## src/rtl/hdmi_scan_ctrl.sv

```systemverilog
// ---------------------------------------------------------------------------
// hdmi_scan_ctrl
//
// Scan-out scheduler for the HDMI video path. It generates horizontal and
// vertical raster timing, buffers upstream pixels in a small FIFO, and drives
// registered pixel, data-enable and sync outputs to the HDMI transmitter.
//
// Ports
//   clk           : pixel clock (single clock domain)
//   rst           : asynchronous active-low reset
//   enable        : permission to scan (tied to IIC configuration-done)
//   pix_in        : upstream pixel {r, g, b}
//   pix_valid     : pix_in is valid
//   pix_rdy       : FIFO accepts a pixel this cycle
//   out_data      : registered pixel to the transmitter
//   out_de        : registered data enable
//   out_hsync     : registered horizontal sync (asserted level = SYNC_POL)
//   out_vsync     : registered vertical sync (asserted level = SYNC_POL)
//   frame_start   : one-cycle pulse alongside pixel (0,0)
//   underflow     : sticky flag, an active pixel was due with an empty FIFO
//   underflow_clr : synchronous clear of underflow (a same-cycle set wins)
// ---------------------------------------------------------------------------
module hdmi_scan_ctrl #(
  parameter int H_ACTIVE   = 640,
  parameter int H_FP       = 16,
  parameter int H_SYNC     = 96,
  parameter int H_BP       = 48,
  parameter int V_ACTIVE   = 480,
  parameter int V_FP       = 10,
  parameter int V_SYNC     = 2,
  parameter int V_BP       = 33,
  parameter int SYNC_POL   = 0,
  parameter int FIFO_DEPTH = 16,
  parameter int PREFILL    = 8
) (
  input  logic        clk,
  input  logic        rst,
  input  logic        enable,
  input  logic [23:0] pix_in,
  input  logic        pix_valid,
  output logic        pix_rdy,
  output logic [23:0] out_data,
  output logic        out_de,
  output logic        out_hsync,
  output logic        out_vsync,
  output logic        frame_start,
  output logic        underflow,
  input  logic        underflow_clr
);

  localparam int H_TOTAL = H_ACTIVE + H_FP + H_SYNC + H_BP;
  localparam int V_TOTAL = V_ACTIVE + V_FP + V_SYNC + V_BP;

  // One spare count value so the sync-end boundaries always fit.
  localparam int HW = $clog2(H_TOTAL + 1);
  localparam int VW = $clog2(V_TOTAL + 1);
  localparam int AW = $clog2(FIFO_DEPTH);
  localparam int CW = AW + 1;

  localparam logic [HW-1:0] H_LAST     = HW'(H_TOTAL - 1);
  localparam logic [HW-1:0] H_ACT      = HW'(H_ACTIVE);
  localparam logic [HW-1:0] H_SYNC_BEG = HW'(H_ACTIVE + H_FP);
  localparam logic [HW-1:0] H_SYNC_END = HW'(H_ACTIVE + H_FP + H_SYNC);
  localparam logic [VW-1:0] V_LAST     = VW'(V_TOTAL - 1);
  localparam logic [VW-1:0] V_ACT      = VW'(V_ACTIVE);
  localparam logic [VW-1:0] V_SYNC_BEG = VW'(V_ACTIVE + V_FP);
  localparam logic [VW-1:0] V_SYNC_END = VW'(V_ACTIVE + V_FP + V_SYNC);
  localparam logic [CW-1:0] C_FULL     = CW'(FIFO_DEPTH);
  localparam logic [CW-1:0] C_PREFILL  = CW'(PREFILL);
  localparam logic          SYNC_ON    = (SYNC_POL != 0);
  localparam logic          SYNC_OFF   = ~SYNC_ON;

  typedef enum logic [1:0] {
    ST_IDLE,
    ST_PREFILL,
    ST_RUN
  } state_t;

  state_t          r_state;
  state_t          w_stateNext;
  logic [HW-1:0]   r_hCnt;
  logic [VW-1:0]   r_vCnt;
  logic            r_stop;
  logic [23:0]     r_mem [FIFO_DEPTH];
  logic [AW-1:0]   r_wrPtr;
  logic [AW-1:0]   r_rdPtr;
  logic [CW-1:0]   r_count;

  logic w_run;
  logic w_de;
  logic w_hsAct;
  logic w_vsAct;
  logic w_lastPix;
  logic w_full;
  logic w_empty;
  logic w_push;
  logic w_pop;
  logic w_flush;

  assign w_run     = (r_state == ST_RUN);
  assign w_de      = (r_hCnt < H_ACT) && (r_vCnt < V_ACT);
  assign w_hsAct   = (r_hCnt >= H_SYNC_BEG) && (r_hCnt < H_SYNC_END);
  assign w_vsAct   = (r_vCnt >= V_SYNC_BEG) && (r_vCnt < V_SYNC_END);
  assign w_lastPix = (r_hCnt == H_LAST) && (r_vCnt == V_LAST);
  assign w_full    = (r_count == C_FULL);
  assign w_empty   = (r_count == '0);
  assign w_push    = pix_valid && pix_rdy;
  // No bypass: a pixel pushed into an empty FIFO is popped one cycle later.
  assign w_pop     = w_run && w_de && !w_empty;
  // Every transition into (or stay in) IDLE empties the FIFO.
  assign w_flush   = (w_stateNext == ST_IDLE);

  // State register.
  always_ff @(posedge clk or negedge rst) begin
    if (!rst) begin
      r_state <= ST_IDLE;
    end else begin
      r_state <= w_stateNext;
    end
  end

  // Next-state and ready logic. A stop request in RUN only takes effect on
  // the last raster position so a frame is never cut short.
  always_comb begin
    w_stateNext = r_state;
    pix_rdy     = 1'b0;
    case (r_state)
      ST_IDLE: begin
        if (enable) begin
          w_stateNext = ST_PREFILL;
        end
      end
      ST_PREFILL: begin
        pix_rdy = !w_full;
        if (!enable) begin
          w_stateNext = ST_IDLE;
        end else if (r_count >= C_PREFILL) begin
          w_stateNext = ST_RUN;
        end
      end
      ST_RUN: begin
        pix_rdy = !w_full;
        if (w_lastPix && (r_stop || !enable)) begin
          w_stateNext = ST_IDLE;
        end
      end
      default: begin
        w_stateNext = ST_IDLE;
      end
    endcase
  end

  // Stop latch: remembers that enable dropped at any point during RUN.
  always_ff @(posedge clk or negedge rst) begin
    if (!rst) begin
      r_stop <= 1'b0;
    end else if (!w_run) begin
      r_stop <= 1'b0;
    end else if (!enable) begin
      r_stop <= 1'b1;
    end
  end

  // Raster counters: held at zero outside RUN, free-running inside it.
  always_ff @(posedge clk or negedge rst) begin
    if (!rst) begin
      r_hCnt <= '0;
      r_vCnt <= '0;
    end else if (!w_run) begin
      r_hCnt <= '0;
      r_vCnt <= '0;
    end else if (r_hCnt == H_LAST) begin
      r_hCnt <= '0;
      r_vCnt <= (r_vCnt == V_LAST) ? '0 : r_vCnt + VW'(1);
    end else begin
      r_hCnt <= r_hCnt + HW'(1);
    end
  end

  // FIFO pointers and occupancy; pointers wrap naturally (power-of-2 depth).
  always_ff @(posedge clk or negedge rst) begin
    if (!rst) begin
      r_wrPtr <= '0;
      r_rdPtr <= '0;
      r_count <= '0;
    end else if (w_flush) begin
      r_wrPtr <= '0;
      r_rdPtr <= '0;
      r_count <= '0;
    end else begin
      if (w_push) begin
        r_wrPtr <= r_wrPtr + AW'(1);
      end
      if (w_pop) begin
        r_rdPtr <= r_rdPtr + AW'(1);
      end
      if (w_push && !w_pop) begin
        r_count <= r_count + CW'(1);
      end else if (!w_push && w_pop) begin
        r_count <= r_count - CW'(1);
      end
    end
  end

  // FIFO storage has no reset; the pointers alone define its contents.
  always_ff @(posedge clk) begin
    if (w_push) begin
      r_mem[r_wrPtr] <= pix_in;
    end
  end

  // Registered pin outputs, one cycle behind the counters. On an empty-FIFO
  // de cycle the pixel is forced to black but de stays high so the
  // transmitter never sees a timing glitch.
  always_ff @(posedge clk or negedge rst) begin
    if (!rst) begin
      out_data    <= '0;
      out_de      <= 1'b0;
      out_hsync   <= SYNC_OFF;
      out_vsync   <= SYNC_OFF;
      frame_start <= 1'b0;
    end else if (w_run) begin
      out_data    <= w_pop ? r_mem[r_rdPtr] : '0;
      out_de      <= w_de;
      out_hsync   <= w_hsAct ? SYNC_ON : SYNC_OFF;
      out_vsync   <= w_vsAct ? SYNC_ON : SYNC_OFF;
      frame_start <= (r_hCnt == '0) && (r_vCnt == '0);
    end else begin
      out_data    <= '0;
      out_de      <= 1'b0;
      out_hsync   <= SYNC_OFF;
      out_vsync   <= SYNC_OFF;
      frame_start <= 1'b0;
    end
  end

  // Sticky underflow flag; a set in the same cycle as a clear wins.
  always_ff @(posedge clk or negedge rst) begin
    if (!rst) begin
      underflow <= 1'b0;
    end else if (w_run && w_de && w_empty) begin
      underflow <= 1'b1;
    end else if (underflow_clr) begin
      underflow <= 1'b0;
    end
  end

endmodule
```

## config.mk

```make
export PLATFORM = sky130hd
export DESIGN_NAME = hdmi_scan_ctrl
export DESIGN_NICKNAME = d
export VERILOG_FILES = /design/src/rtl/hdmi_scan_ctrl.sv
export SDC_FILE = /design/constraint.sdc
export NUM_CORES = 1
export LEC_CHECK = 0
export ABC_AREA = 1
export BUFFER_PORTS_ARGS = -buffer_cell sky130_fd_sc_hd__buf_2
export CAP_MARGIN = 10
export CELL_PAD_IN_SITES_DETAIL_PLACEMENT = 0
export CELL_PAD_IN_SITES_GLOBAL_PLACEMENT = 1
export CORE_ASPECT_RATIO = 0.9
export CORE_MARGIN = 10
export CORE_UTILIZATION = 46
export DETAILED_ROUTE_END_ITERATION = 10
export MAX_ROUTING_LAYER = met4
export PLACE_DENSITY_LB_ADDON = 0.1
export SYNTH_ARGS = -nofsm -noshare
export SYNTH_HDL_FRONTEND = slang
export SYNTH_SLANG_ARGS = --single-unit
```

## constraint.sdc

```tcl
create_clock -name clk -period 2.65 [get_ports clk]
set_input_delay 0.6625 -clock clk [delete_from_list [all_inputs] [get_ports clk]]
set_output_delay 0.6625 -clock clk [all_outputs]
set_load 0.02 [all_outputs]
```

Word level (Yosys, flattened, before mapping)
Memory sizes are Yosys's and may differ from the RTL's.
Cells that the tools add are included.
{"block": "op_classes", "n_mux": 32, "eq_ne": 7, "reduce_logical": 28, "addsub": 6, "magnitude_cmp": 7}
{"op": "2-to-1 mux 10 bit", "count": 5}
{"op": "2-to-1 mux 24 bit", "count": 2}
{"op": "adder 10 x 1 -> 10 bit, second input constant", "count": 2}
{"op": "equality test 10 bit, second input constant", "count": 2}
{"op": "logical NOT 10 bit", "count": 2}
{"op": "less-than comparator 10 bit, second input constant", "count": 2}
{"op": "less-than comparator 10 x 9 -> 1 bit, second input constant", "count": 2}
{"op": "2-to-1 mux 4 bit", "count": 4}
{"op": "2-to-1 mux 5 bit", "count": 3}
{"op": "2-to-1 mux 1 bit", "count": 13}
{"op": "logical AND 1 bit", "count": 12}
{"op": "greater-or-equal comparator 10 bit, second input constant", "count": 1}
{"op": "greater-or-equal comparator 10 x 9 -> 1 bit, second input constant", "count": 1}
{"op": "adder 4 x 1 -> 4 bit, second input constant", "count": 2}
{"op": "2-to-1 mux 2 bit", "count": 4}
{"op": "case mux 2 bit (3 select lines)", "count": 1}
{"op": "nonzero test 2 bit", "count": 3}
{"op": "adder 5 x 1 -> 5 bit, second input constant", "count": 1}
{"op": "equality test 5 bit, second input constant", "count": 1}
{"op": "greater-or-equal comparator 5 x 4 -> 1 bit, second input constant", "count": 1}
{"op": "logical NOT 1 bit", "count": 5}
{"op": "logical NOT 5 bit", "count": 1}
{"op": "subtractor 5 x 1 -> 5 bit, second input constant", "count": 1}
{"op": "logical NOT 2 bit", "count": 2}
{"op": "other kinds (7)", "count": 7}
{"block": "word_totals", "ramBits": 384, "wordCells": 94, "output_inout_bits": 30, "in_bits": 29, "memories": 1, "regBits": 65}
{"name": "r_mem", "words": 16, "width": 24, "read_ports": 1, "rd_clocked_by_memory_dff": 0, "wr": 1, "line_no": "84", "text": "logic [23:0] r_mem [FIFO_DEPTH];"}

Longest topological paths before layout
{"block": "depth", "word_depth": 9, "depth_mapped": 18, "mapped_depth_nobuf": 17}

Worst setup path after synthesis
OpenSTA, ideal clock, no wires.
{"block": "synth_path", "kind": "reg-to-reg", "start": "register r_state[0]", "end": "memory r_mem[11][0], enable pin", "t_required_ns": 2.245, "setup_slack_ns": 0.079, "arrival_time_ns": 2.166, "path_stages_with_launch": 7, "path_buffers": 0, "setup_ns": 0.405, "synth_period_minus_slack_ns": 2.571, "cell_sequence": "dfrtp_1 > inv_1 > ha_1 > nand2_1 > nor2_4 > nand2_1 > nor2_1"}
{"block": "synth_via", "elab_chain_len": 6, "elab_cells_between_ends": 7, "classes_between": "2 x eq/ne; 3 x mux; 2 x reduce/logical"}
{"item": "start: declaration", "line_no": "79", "text": "state_t r_state;"}
{"item": "start signal: assignment", "line_no": "118", "text": "r_state <= w_stateNext;"}
{"item": "equality test 2 bit / equality test 2 x 1 -> 1 bit (equally long branches)", "line_no": "127", "text": "case (r_state)"}
{"item": "OR reduction 2 bit (no line) (*)"}
{"item": "2-to-1 mux 1 bit (*)"}
{"item": "logical AND 1 bit (*)", "line_no": "107", "text": "assign w_push = pix_valid && pix_rdy;"}
{"item": "2-to-1 mux 1 bit (*)", "line_no": "207", "text": "if (w_push) begin"}
{"item": "2-to-1 mux 1 bit (implied by the code) (*)", "line_no": "208", "text": "r_mem[r_wrPtr] <= pix_in;"}
{"item": "end: declaration", "line_no": "84"}
Every way passes the cells marked *; elsewhere a longest branch is shown, timed or not.

Final worst setup path
{"block": "layout_path", "start": "register r_state[0]", "end": "register r_count[4]"}
{"block": "layout_via", "elab_chain_len": 7, "elab_cells_between_ends": 21, "classes_between": "2 x eq/ne; 8 x mux; 11 x reduce/logical"}
{"item": "equality test 2 bit (*)", "line_no": "100", "text": "assign w_run = (r_state == ST_RUN);"}
{"item": "named net w_run", "line_no": "89", "text": "logic w_run;"}
{"item": "OR reduction 2 bit (no line) / logical AND 1 bit (equally long branches)"}
{"item": "2-to-1 mux 1 bit / logical AND 1 bit (equally long branches)"}
{"item": "logical AND 1 bit / logical NOT 1 bit (equally long branches)", "line_no": "107, 197"}
{"item": "logical AND 1 bit / logical NOT 1 bit (equally long branches)", "line_no": "197, 199"}
{"item": "2-to-1 mux 5 bit / logical AND 1 bit (equally long branches)", "line_no": "197, 199"}
{"item": "2-to-1 mux 5 bit / nonzero test 3 bit (equally long branches)"}
{"item": "end signal: assignment", "line_no": "198", "text": "r_count <= r_count + CW'(1);"}
{"item": "end signal: assignment", "line_no": "200", "text": "r_count <= r_count - CW'(1);"}
{"item": "end: declaration", "line_no": "87", "text": "logic [CW-1:0] r_count;"}
The timed path passes the listed nets; every way through them passes the cells marked *.
A chain may end at the register's enable or synchronous reset.

==> flow_metrics.py <==
metrics = {
    "outcome": {
        "status": "complete, no violations",
    },
    "flow_run": {
        "cap_violations": 0,
    },
    "place": {
        "io_buffers": 58,
        "place_area_sq_um": 19600,
        "place.gp.congestion": 0.822,
        "preCtsSetupSlack_ns": 0.282,
        "dpl.hpwl_mm": 25.8,
    },
    "worst_setup_path": {
        "path_delay_family": "simple AND/OR/NAND/NOR gates",
        "worst_ep_arrival_time_ns": 2.85,
        "critPathSlowestCell": "dfrtp_1",
        "crit_top_cell": "nand2_1",
        "crit_type": "reg2reg",
        "cp_data_required_time_ns": 3.11,
        "path_cells": "inv_1, ha_1, nand2_4, nor2_4, nand3_4, nand2_4, ha_1, nand2_1, nand2_1, nor2_1, nand4_1, nand2_1, nand2_1, nand2_1, nand2_1, nand2_1, inv_1",
        "crit_buf_inv": 2,
        "cp-start-kind": "register",
        "critPathMaxFanout": 11,
        "crit_path_end_kind": "register",
        "critPathMaxStageDelay_ns": 0.40,
    },
    "yosys": {
        "synth-seq-cells": 449,
        "synth.distinct_cells": 47,
        "synth_edf_count": 384,
        "synth_area_leaders": "edfxtp_1 63%, dfrtp_1 8.6%, nand2_1 8.2%",
        "yosys_warnings": 0,
        "synth_nets": 1561,
        "syn-instance-count": 1514,
        "yosys-top-cells-count": "404 x nand2_1, 384 x edfxtp_1, 197 x a21oi_1, 104 x nand3_1",
        "yosysSeqAreaShare_pct": 71.5,
        "post-synth-top-count-cell": "nand2_1",
        "yosys.area.top_type": "edfxtp_1",
        "synthArstFlopShare_pct": 14.5,
        "yosysTopAreaCellShare_pct": 62.7,
        "syn_avg_cell_area_sq_um": 12.2,
        "synth-main-ff-cell": "edfxtp_1",
        "syn_area_sq_um": 18400,
    },
    "clock_tree": {
        "cts_setup_buffers": 0,
        "clkSinkCount": 449,
        "clk_latency_ns": 0.59,
        "clockBufferDepth": 3,
        "cts_resized": 0,
        "htree_levels": 2,
        "path_clk_slew_ns": 0.06,
        "postCtsHoldBufs": 0,
        "cts_tree": "done",
        "cts_buffers": 47,
        "clockRootBuffer": "clkbuf_16",
    },
    "timing": {
        "layout_min_cycle_time_ns": 2.39,
        "fmax_mhz": 418,
        "hold_viol": 0,
        "post-route-period-util_pct": 90.3,
        "relSlewSlack_pct": 52.5,
        "finalSetupViolations": 0,
        "layout_setup_ws_ns": 0.258,
        "skew_ns": 0.0272,
        "tns_ns": 0,
        "drv_slew": 0,
        "tightestPinTransition_ns": 0.712,
        "rsz0062_at_grt": "false",
    },
    "finish": {
        "finalNetCount": 1638,
        "multi_input_area_sq_um": 4680,
        "fin_util_pct": 53.6,
        "drive_above_1_share_pct": 14.0,
        "syn_to_final_growth_pct": 15.1,
        "num-fill-cells": 3427,
        "register_area_sq_um": 13200,
        "diodes": 0,
        "final_area_sq_um": 21200,
    },
    "global_routing": {
        "grt_use_total_pct": 19.3,
        "gr-total-overflow": 0,
        "first_global_vias": 11532,
        "grt_start_max_net_pins": 99,
        "grt_pass1_wl_mm": 70.3,
        "antenna_found_initial": 1,
    },
    "drt": {
        "dr.first_iter.drc_count": 1113,
        "vias_per_cell": 5.46,
        "wl_mm": 45.7,
        "top_layer_used": "met4",
        "final_antenna_net_count": 0,
        "dr_total_vias": 11810,
        "wl_met1_mm": 21.3,
        "remaining_drc_errors": 0,
        "dr_wl_met2_mm": 21.1,
        "firstDrtPassIters": 5,
        "wl_per_cell_microns": 21.1,
        "met3_length_mm": 2.26,
    },
    "pwr": {
        "power_leakage_nw": 8.06,
        "pwr_density_cell_nw_per_um2": 768,
        "p_total_w": 0.0163,
        "ir_drop_v": 0.000513,
    },
    "floorplan": {
        "die_w_microns": 231,
        "start_util_pct": 46.5,
        "die_h_microns": 210,
        "coreArea_sq_um": 39500,
        "die-area_sq_um": 48400,
        "io_pins": 59,
        "row_count": 69,
    },
    "worst_hold_path": {
        "hold_path.class": "in2async",
    },
}
-- cell usage in the layout (no fill, tap or decap), types with 12 or more instances in the layout --
cell type	instances
edfxtp_1	384
buf_12	14
a211oi_1	14
dfrtp_1	60
ha_1	17
nor2_4	19
a22oi_1	59
o21ai_0	14
a21oi_1	197
nand2_1	404
clkbuf_1	12
buf_2	57
nor2_1	47
clkbuf_16	48
buf_4	41
nand3_1	104
inv_1	47
-- registers in the layout (all words and copies together) (netlist names), 2 cells and up --
register and flops:
r_state 2, r_rdPtr 4, r_vCnt 10, r_wrPtr 4, r_mem 384, out_data 24
r_hCnt 10, r_count 5
-- worst reg2reg max path, cell delays in order, from the launching register on --
cell,delay [ns]
dfrtp_1,0.40
inv_1,0.11
ha_1,0.24
nand2_4,0.09
nor2_4,0.16
nand3_4,0.12
nand2_4,0.16
ha_1,0.28
nand2_1,0.08
nand2_1,0.04
nor2_1,0.15
nand4_1,0.10
nand2_1,0.10
nand2_1,0.05
nand2_1,0.05
nand2_1,0.05
nand2_1,0.06
inv_1,0.04
-- path summary, 6_finish.rpt --
kind	from	to	slack [ns]	depth (start not counted)
max	r_state[0]$_DFF_PN0_	r_count[4]$_DFFE_PN0P_	0.26	17
min	rst	out_data[12]$_DFF_PN0_	0.13	1
max reg2reg	r_state[0]$_DFF_PN0_	r_count[4]$_DFFE_PN0P_	0.26	17
min reg2reg	r_hCnt[0]$_DFF_PN0_	r_hCnt[0]$_DFF_PN0_	0.50	1
max in group asynchronous	rst	r_count[4]$_DFFE_PN0P_	1.85	2
min in group clk	underflow_clr	underflow$_DFFE_PN0P_	0.29	2
-- logic make-up (layout without fill, tap and decap cells) --
family                   Yosys count  after routing  synth area share (%)
AND/OR/NAND/NOR                  603            603                  13.8
XOR/XNOR                           5              5                 0.238
AO/OA/AOI/OAI                    302            302                  9.48
adder cells (fa/ha/maj)           18             18                  1.26
flip-flops                       449            449                  71.5
buffers and inverters            137            253                  3.73
-- layout make-up --
class / count / area share [%]
Tap cell: 532 / 3.14
Clock inverter: 26 / 1.48
Inverter: 53 / 0.981
Clock buffer: 62 / 6.01
Multi-Input combinational cell: 928 / 22.1
Timing Repair Buffer: 112 / 4.12
Sequential cell: 449 / 62.2
-- per-stage QoR --
stage          std cells  hold WS [ns]
2_1_floorplan       1514         0.367
3_3_place_gp        2074         0.479
3_5_place_dp        2074         0.496
4_1_cts             2162         0.138
5_1_grt             2162         0.162
6_report            2162         0.125
-- power by group --
| part | total, W | internal, W | switching (W) |
|---|---|---|---|
| clock network | 0.00679 | 0.00407 | 0.00273 |
| registers | 0.00799 | 0.00790 | 0.0000923 |
| logic | 0.00149 | 0.000474 | 0.00101 |
| total | 0.0163 | 0.0124 | 0.00383 |
-- layer usage --
| layer | track usage, % | vias up |
|---|---|---|
| met4 | 5.98 | 0 |
| met3 | 2.90 | 71 |
| met1 | 26.4 | 5876 |
| met5 | - | - |
| met2 | 29.5 | 306 |
| li1 | - | 5557 |
No activity file was read; power rests on OpenSTA's default activity.
